`config.mk`:
```
export PLATFORM = sky130hd
export DESIGN_NAME = muldiv_unit
export DESIGN_NICKNAME = d
export VERILOG_FILES = /design/src/rtl/muldiv_pkg.sv /design/src/rtl/muldiv_unit.sv
export SDC_FILE = /design/constraint.sdc
export NUM_CORES = 1
export LEC_CHECK = 0
export ABC_AREA = 0
export ABC_CLOCK_PERIOD_IN_PS = 4800
export CAP_MARGIN = 20
export CORE_MARGIN = 4
export CORE_UTILIZATION = 54
export DETAILED_ROUTE_END_ITERATION = 8
export PLACE_DENSITY = 0.81
export SKIP_LAST_GASP = 1
export SYNTH_ARGS = -nofsm -noshare
export SYNTH_HDL_FRONTEND = slang
export SYNTH_SLANG_ARGS = --single-unit
```
`constraint.sdc`:
```
create_clock -name clk -period 4.8 [get_ports clk]
set_clock_uncertainty 0.15 [all_clocks]
set_input_delay 0.48 -clock clk [delete_from_list [all_inputs] [get_ports clk]]
set_output_delay 0.48 -clock clk [all_outputs]
set_load 0.01 [all_outputs]
```
`src/rtl/muldiv_pkg.sv`:
```
// Shared definitions for the RV32M multiply/divide unit.
// Covers operand widths, funct3 opcodes and FSM states.
package muldiv_pkg;

    localparam int XLEN = 32;
    localparam int RA_W = 5;

    localparam logic [2:0] OP_MUL    = 3'd0;
    localparam logic [2:0] OP_MULH   = 3'd1;
    localparam logic [2:0] OP_MULHSU = 3'd2;
    localparam logic [2:0] OP_MULHU  = 3'd3;
    localparam logic [2:0] OP_DIV    = 3'd4;
    localparam logic [2:0] OP_DIVU   = 3'd5;
    localparam logic [2:0] OP_REM    = 3'd6;
    localparam logic [2:0] OP_REMU   = 3'd7;

    typedef enum logic [1:0] {
        IDLE = 2'd0,
        CALC = 2'd1,
        SIGN = 2'd2,
        DONE = 2'd3
    } state_t;

endpackage

```
`src/rtl/muldiv_unit.sv`:
```
// Iterative RV32M multiply/divide unit: one bit per clock on a shared 64-bit accumulator.
// Multiply uses shift-add; divide uses restoring division on magnitudes, with signs fixed up at the end.
module muldiv_unit
    import muldiv_pkg::*;
(
    input  logic            clk,
    input  logic            reset,
    input  logic            start,
    input  logic [2:0]      op,
    input  logic [XLEN-1:0] rs1_val,
    input  logic [XLEN-1:0] rs2_val,
    input  logic [RA_W-1:0] rd_in,
    output logic            busy,
    output logic            done,
    output logic [XLEN-1:0] result,
    output logic [RA_W-1:0] rd_out,
    output logic            wb_en
);

    state_t              r_state;
    state_t              w_stateNext;
    logic [2:0]          r_op;
    logic [RA_W-1:0]     r_rd;
    logic                r_signA;
    logic                r_signB;
    logic                r_fast;
    logic [4:0]          r_count;
    logic [XLEN-1:0]     r_opnd;
    logic [2*XLEN-1:0]   r_accum;
    logic [XLEN-1:0]     r_result;

    logic                w_isDiv;
    logic                w_negA;
    logic                w_negB;
    logic [XLEN-1:0]     w_absA;
    logic [XLEN-1:0]     w_absB;
    logic                w_fast;
    logic [2*XLEN-1:0]   w_fastAccum;
    logic [XLEN:0]       w_mulSum;
    logic [XLEN:0]       w_divShift;
    logic [XLEN+1:0]     w_divDiff;
    logic                w_noBorrow;
    logic [2*XLEN-1:0]   w_iterAccum;
    logic [2*XLEN-1:0]   w_prod;
    logic [XLEN-1:0]     w_quot;
    logic [XLEN-1:0]     w_rem;
    logic [XLEN-1:0]     w_signResult;

    // Operand capture: sign flags are pre-masked by opcode, so MULHSU never sees rs2 as negative.
    always_comb begin
        w_isDiv  = op[2];
        w_negA   = rs1_val[XLEN-1] &
                   ((op == OP_MULH) || (op == OP_MULHSU) || (op == OP_DIV) || (op == OP_REM));
        w_negB   = rs2_val[XLEN-1] & ((op == OP_MULH) || (op == OP_DIV) || (op == OP_REM));
        w_absA   = w_negA ? (~rs1_val + 1'b1) : rs1_val;
        w_absB   = w_negB ? (~rs2_val + 1'b1) : rs2_val;
        w_fast   = 1'b0;
        w_fastAccum = '0;
        if (w_isDiv && (rs2_val == '0)) begin
            w_fast      = 1'b1;
            w_fastAccum = {rs1_val, {XLEN{1'b1}}};
        end else if (((op == OP_DIV) || (op == OP_REM)) &&
                     (rs1_val == 32'h8000_0000) && (rs2_val == 32'hFFFF_FFFF)) begin
            w_fast      = 1'b1;
            w_fastAccum = {32'h0000_0000, 32'h8000_0000};
        end
    end

    // One iteration step; accumulator is {partial product : multiplier} or {remainder : quotient}.
    always_comb begin
        w_mulSum    = {1'b0, r_accum[2*XLEN-1:XLEN]} + (r_accum[0] ? {1'b0, r_opnd} : '0);
        w_divShift  = {r_accum[2*XLEN-1:XLEN], r_accum[XLEN-1]};
        w_divDiff   = {1'b0, w_divShift} - {2'b00, r_opnd};
        w_noBorrow  = ~w_divDiff[XLEN+1];
        if (r_op[2]) begin
            w_iterAccum = {(w_noBorrow ? w_divDiff[XLEN-1:0] : w_divShift[XLEN-1:0]),
                           r_accum[XLEN-2:0], w_noBorrow};
        end else begin
            w_iterAccum = {w_mulSum, r_accum[XLEN-1:1]};
        end
    end

    always_comb begin
        w_prod = (r_signA ^ r_signB) ? (~r_accum + 1'b1) : r_accum;
        w_quot = (!r_fast && (r_signA ^ r_signB)) ? (~r_accum[XLEN-1:0] + 1'b1) : r_accum[XLEN-1:0];
        w_rem  = (!r_fast && r_signA) ? (~r_accum[2*XLEN-1:XLEN] + 1'b1) : r_accum[2*XLEN-1:XLEN];
        case (r_op)
            OP_MUL:                       w_signResult = w_prod[XLEN-1:0];
            OP_MULH, OP_MULHSU, OP_MULHU: w_signResult = w_prod[2*XLEN-1:XLEN];
            OP_DIV, OP_DIVU:              w_signResult = w_quot;
            default:                      w_signResult = w_rem;
        endcase
    end

    always_ff @(posedge clk or negedge reset) begin
        if (!reset) begin
            r_state <= IDLE;
        end else begin
            r_state <= w_stateNext;
        end
    end

    // Fast-path ops skip CALC but still pass through SIGN, which lands done one cycle after start.
    always_comb begin
        w_stateNext = r_state;
        case (r_state)
            IDLE:    if (start) w_stateNext = w_fast ? SIGN : CALC;
            CALC:    if (r_count == 5'd31) w_stateNext = SIGN;
            SIGN:    w_stateNext = DONE;
            DONE:    w_stateNext = IDLE;
            default: w_stateNext = IDLE;
        endcase
    end

    always_ff @(posedge clk or negedge reset) begin
        if (!reset) begin
            r_op     <= '0;
            r_rd     <= '0;
            r_signA  <= 1'b0;
            r_signB  <= 1'b0;
            r_fast   <= 1'b0;
            r_count  <= '0;
            r_opnd   <= '0;
            r_accum  <= '0;
            r_result <= '0;
        end else begin
            case (r_state)
                IDLE: begin
                    if (start) begin
                        r_op    <= op;
                        r_rd    <= rd_in;
                        r_signA <= w_negA;
                        r_signB <= w_negB;
                        r_fast  <= w_fast;
                        r_count <= '0;
                        r_opnd  <= w_isDiv ? w_absB : w_absA;
                        r_accum <= w_fast ? w_fastAccum
                                          : {{XLEN{1'b0}}, (w_isDiv ? w_absA : w_absB)};
                    end
                end
                CALC: begin
                    r_accum <= w_iterAccum;
                    r_count <= r_count + 5'd1;
                end
                SIGN:    r_result <= w_signResult;
                default: ;
            endcase
        end
    end

    always_comb begin
        busy   = (r_state != IDLE);
        done   = (r_state == DONE);
        result = r_result;
        rd_out = r_rd;
        wb_en  = done & (r_rd != '0);
    end

endmodule

```
==> results.ini, run 1 <==
[status]
status = complete, but fails checks
failed_checks = hold timing

[power_and_ir_drop]
finalPower_mw = 15.23
ir_drop_mv = 0.6226
clkPwrFrac = 0.091
seq_power_share = 0.176
p_leak_nw = 7.321
powerDensity_mw_per_mm2 = 864.6
intPower_mw = 6.874
p_sw_mw = 8.360
p_comb_frac = 0.733
swShare = 0.5488

[route]
drt_iter0_markers = 2932
wl_per_cell_um = 23.79
drc = 0
firstDrtPassIters = 7
ant_nets = 0
routed_wl_um = 60910
vias = 17380
via_per_inst = 6.789

[sta]
hold_ws_ns = -0.08716
fin_crit_ns = 4.290
fmax_ghz = 0.2331
setup_ws_ns = 0.5105
setup_viol = 0
tightest_slew_ns = 1.119
finalMaxSlewViolations = 0
rsz0062_at_grt = no
fin_crit_sh = 0.8936
slew_headroom = 0.2503
tns_ns = 0
finalHoldViolations = 28

[logic_synthesis]
ys_warn_count = 0
ys_ff_latch = 146
async_flop_share = 1.000
synth.area.top_cells = dfrtp_1, a21oi_1, ha_1
synth_edf_count = 0
ys.flop_type = dfrtp_1
synth_top_area_frac = 0.2351
synth_largest_area_cell = dfrtp_1
netlist_instances = 2131
synth.distinct_cells = 76
seq_area_frac_synth = 0.2351
synth_area_sq_mm = 0.01554
synth_area_per_cell_sq_um = 7.291
syn-num-nets = 2283

[clock_tree]
clkLatencyLatePin_ns = 0.44
cts_tree = yes
clk_path_buf_depth = 2
hold_buffers = 0
cts-htree-levels = 4
post_cts_buffers = 0
post_cts_resized = 0
ctsRootBufferMaster = clkbuf_16
cts_buffers = 17
clk_pin_slew_ns = 0.07
clock_sinks = 146

[die]
initial_utilization = 0.5532
chipWidth_um = 177.6
dieArea_sq_mm = 0.03155
die_y_um = 177.6
rows = 61
io_pins = 115
core_sq_mm = 0.02809

[placed_design]
portBuffers = 114
gp_congestion = 1.030
place_ws_ns = 0.4849
detailed_place_hpwl_um = 46110

[grt]
grt_max_degree = 95
grt_first_pass_wirelength_um = 92240
overflow = 0
grt_pass1_vias = 15890
antenna_found_initial = 1
grt_usage = 0.3773

[finish]
layout_commonest_cell = a21oi_1
layout_common_cells = a21oi_1, nor2_1, nand2_1, o21ai_0, dfrtp_1
regArea_sq_mm = 0.003657
drive_gt1_frac = 0.06878
fill_cells = 2615
multi_input_area_sq_mm = 0.01104
nNetsFinal = 2320
area_growth_pct = 13.40

[critical_path]
critPathMaxFanout = 20
crit_type = reg2reg
rr_worst_depth = 13
cp_data_required_time_ns = 4.94
end_kind = register
startpoint_type = register
r2r_setup_slack_ns = 0.51
worstPathArrival_ns = 4.43

[hold_path]
min-delay-path-class = in2async

[job]
max_cap_violations = 0

-- cell families (layout without fill, tap and decap cells) --
| group | count (synthesis) | in the layout | share of synthesized area |
|---|---|---|---|
| xor gates and xnor gates | 192 | 192 | 0.1082 |
| adders and majority gates | 77 | 77 | 0.06297 |
| other | 0 | 1 | 0 |
| DFF | 146 | 146 | 0.2351 |
| muxes | 67 | 67 | 0.04558 |
| buffers and inverters | 228 | 278 | 0.05653 |
| AOI/OAI and AO/OA | 728 | 728 | 0.2856 |
| and+or+nand+nor | 693 | 693 | 0.2059 |
-- critical path: stages (launching register included) --
cell,delay [ns]
dfrtp_1,0.55
ha_1,0.46
o21ai_0,0.11
a21oi_1,0.19
o21ai_0,0.22
a2111oi_0,0.49
buf_4,0.20
o2111ai_1,0.35
buf_4,0.30
nand2_1,0.08
buf_4,0.27
mux2_2,0.37
a221oi_1,0.29
a21oi_1,0.11
-- path summary, 6_finish.rpt --
check,to,start
min reg2reg,result[12],result[12]
min,result[19],reset
max reg2reg,r_accum[40],r_accum[36]
max in group asynchronous,r_accum[19],reset
min in group clk,result[12],result[12]
max,r_accum[40],r_accum[36]
-- routing by layer --
| layer | vias to the layer above | routed length [um] | track usage |
|---|---|---|---|
| met4 | 0 | 3317 | 0.1731 |
| met5 | - | 0 | 0 |
| met3 | 188 | 7820 | 0.08053 |
| li1 | 7766 | - | - |
| met2 | 1257 | 25650 | 0.5569 |
| met1 | 8168 | 24120 | 0.5291 |
-- layout make-up --
type                    count  share of cell area
clock inverters            13            0.008024
clock buffers              19             0.02514
flip-flops and latches    146              0.2076
inverters                  72             0.01534
well taps                 378             0.02684
diodes                      1           0.0001420
repair buffers            174             0.09033
multi-input cells        1757              0.6266
-- cell usage after synthesis (34+ instances only) --
cell	n
nor3_1	55
dfrtp_1	146
nand2_1	198
nor2_1	245
o21ai_0	183
a31oi_1	34
inv_1	71
xnor2_1	100
a21o_1	34
mux2i_1	37
clkbuf_1	134
ha_1	75
xor2_1	92
a21oi_1	265
-- power groups by stage --
stage          Sequential (mW)  Combinational (mW)  Clock (mW)
2_1_floorplan             2.31                7.69           0
3_3_place_gp              2.61                10.5           0
3_5_place_dp              2.64                10.7           0
4_1_cts                   2.62                10.8        1.39
5_1_grt                   2.72                12.1        1.44
6_report                  2.68                11.2        1.39
-- flip-flops by register name, summed over array words and instances, names as in the netlist, 2 cells and up --
register  flops
result       32
r_count       5
rd_out        5
r_accum      64
r_opnd       32
r_op          3
r_state       2
-- through the flow --
stage | hold slack (ns) | cells | cell area, sq um | util
finish | -0.08716 | 2560 | 17620 | 0.6273
global placement | 0.3077 | 2525 | 17010 | 0.6058
CTS | 0.02439 | 2557 | 17600 | 0.6266
floorplan | 0.03441 | 2131 | 15540 | -
global route | 0.008973 | 2560 | 17620 | 0.6273
detailed placement | 0.3216 | 2525 | 17010 | 0.6058
No activity file was read; power rests on OpenSTA's default activity.
==> run 2, diff against run 1 <==
--- a/config.mk
+++ b/config.mk
@@ -12,7 +12,6 @@
 export CORE_UTILIZATION = 54
 export DETAILED_ROUTE_END_ITERATION = 8
 export PLACE_DENSITY = 0.81
-export SKIP_LAST_GASP = 1
 export SYNTH_ARGS = -nofsm -noshare
 export SYNTH_HDL_FRONTEND = slang
 export SYNTH_SLANG_ARGS = --single-unit
==> results of run 2 <==
No change in the layout: final DEF, timing and power equal those of run 1.
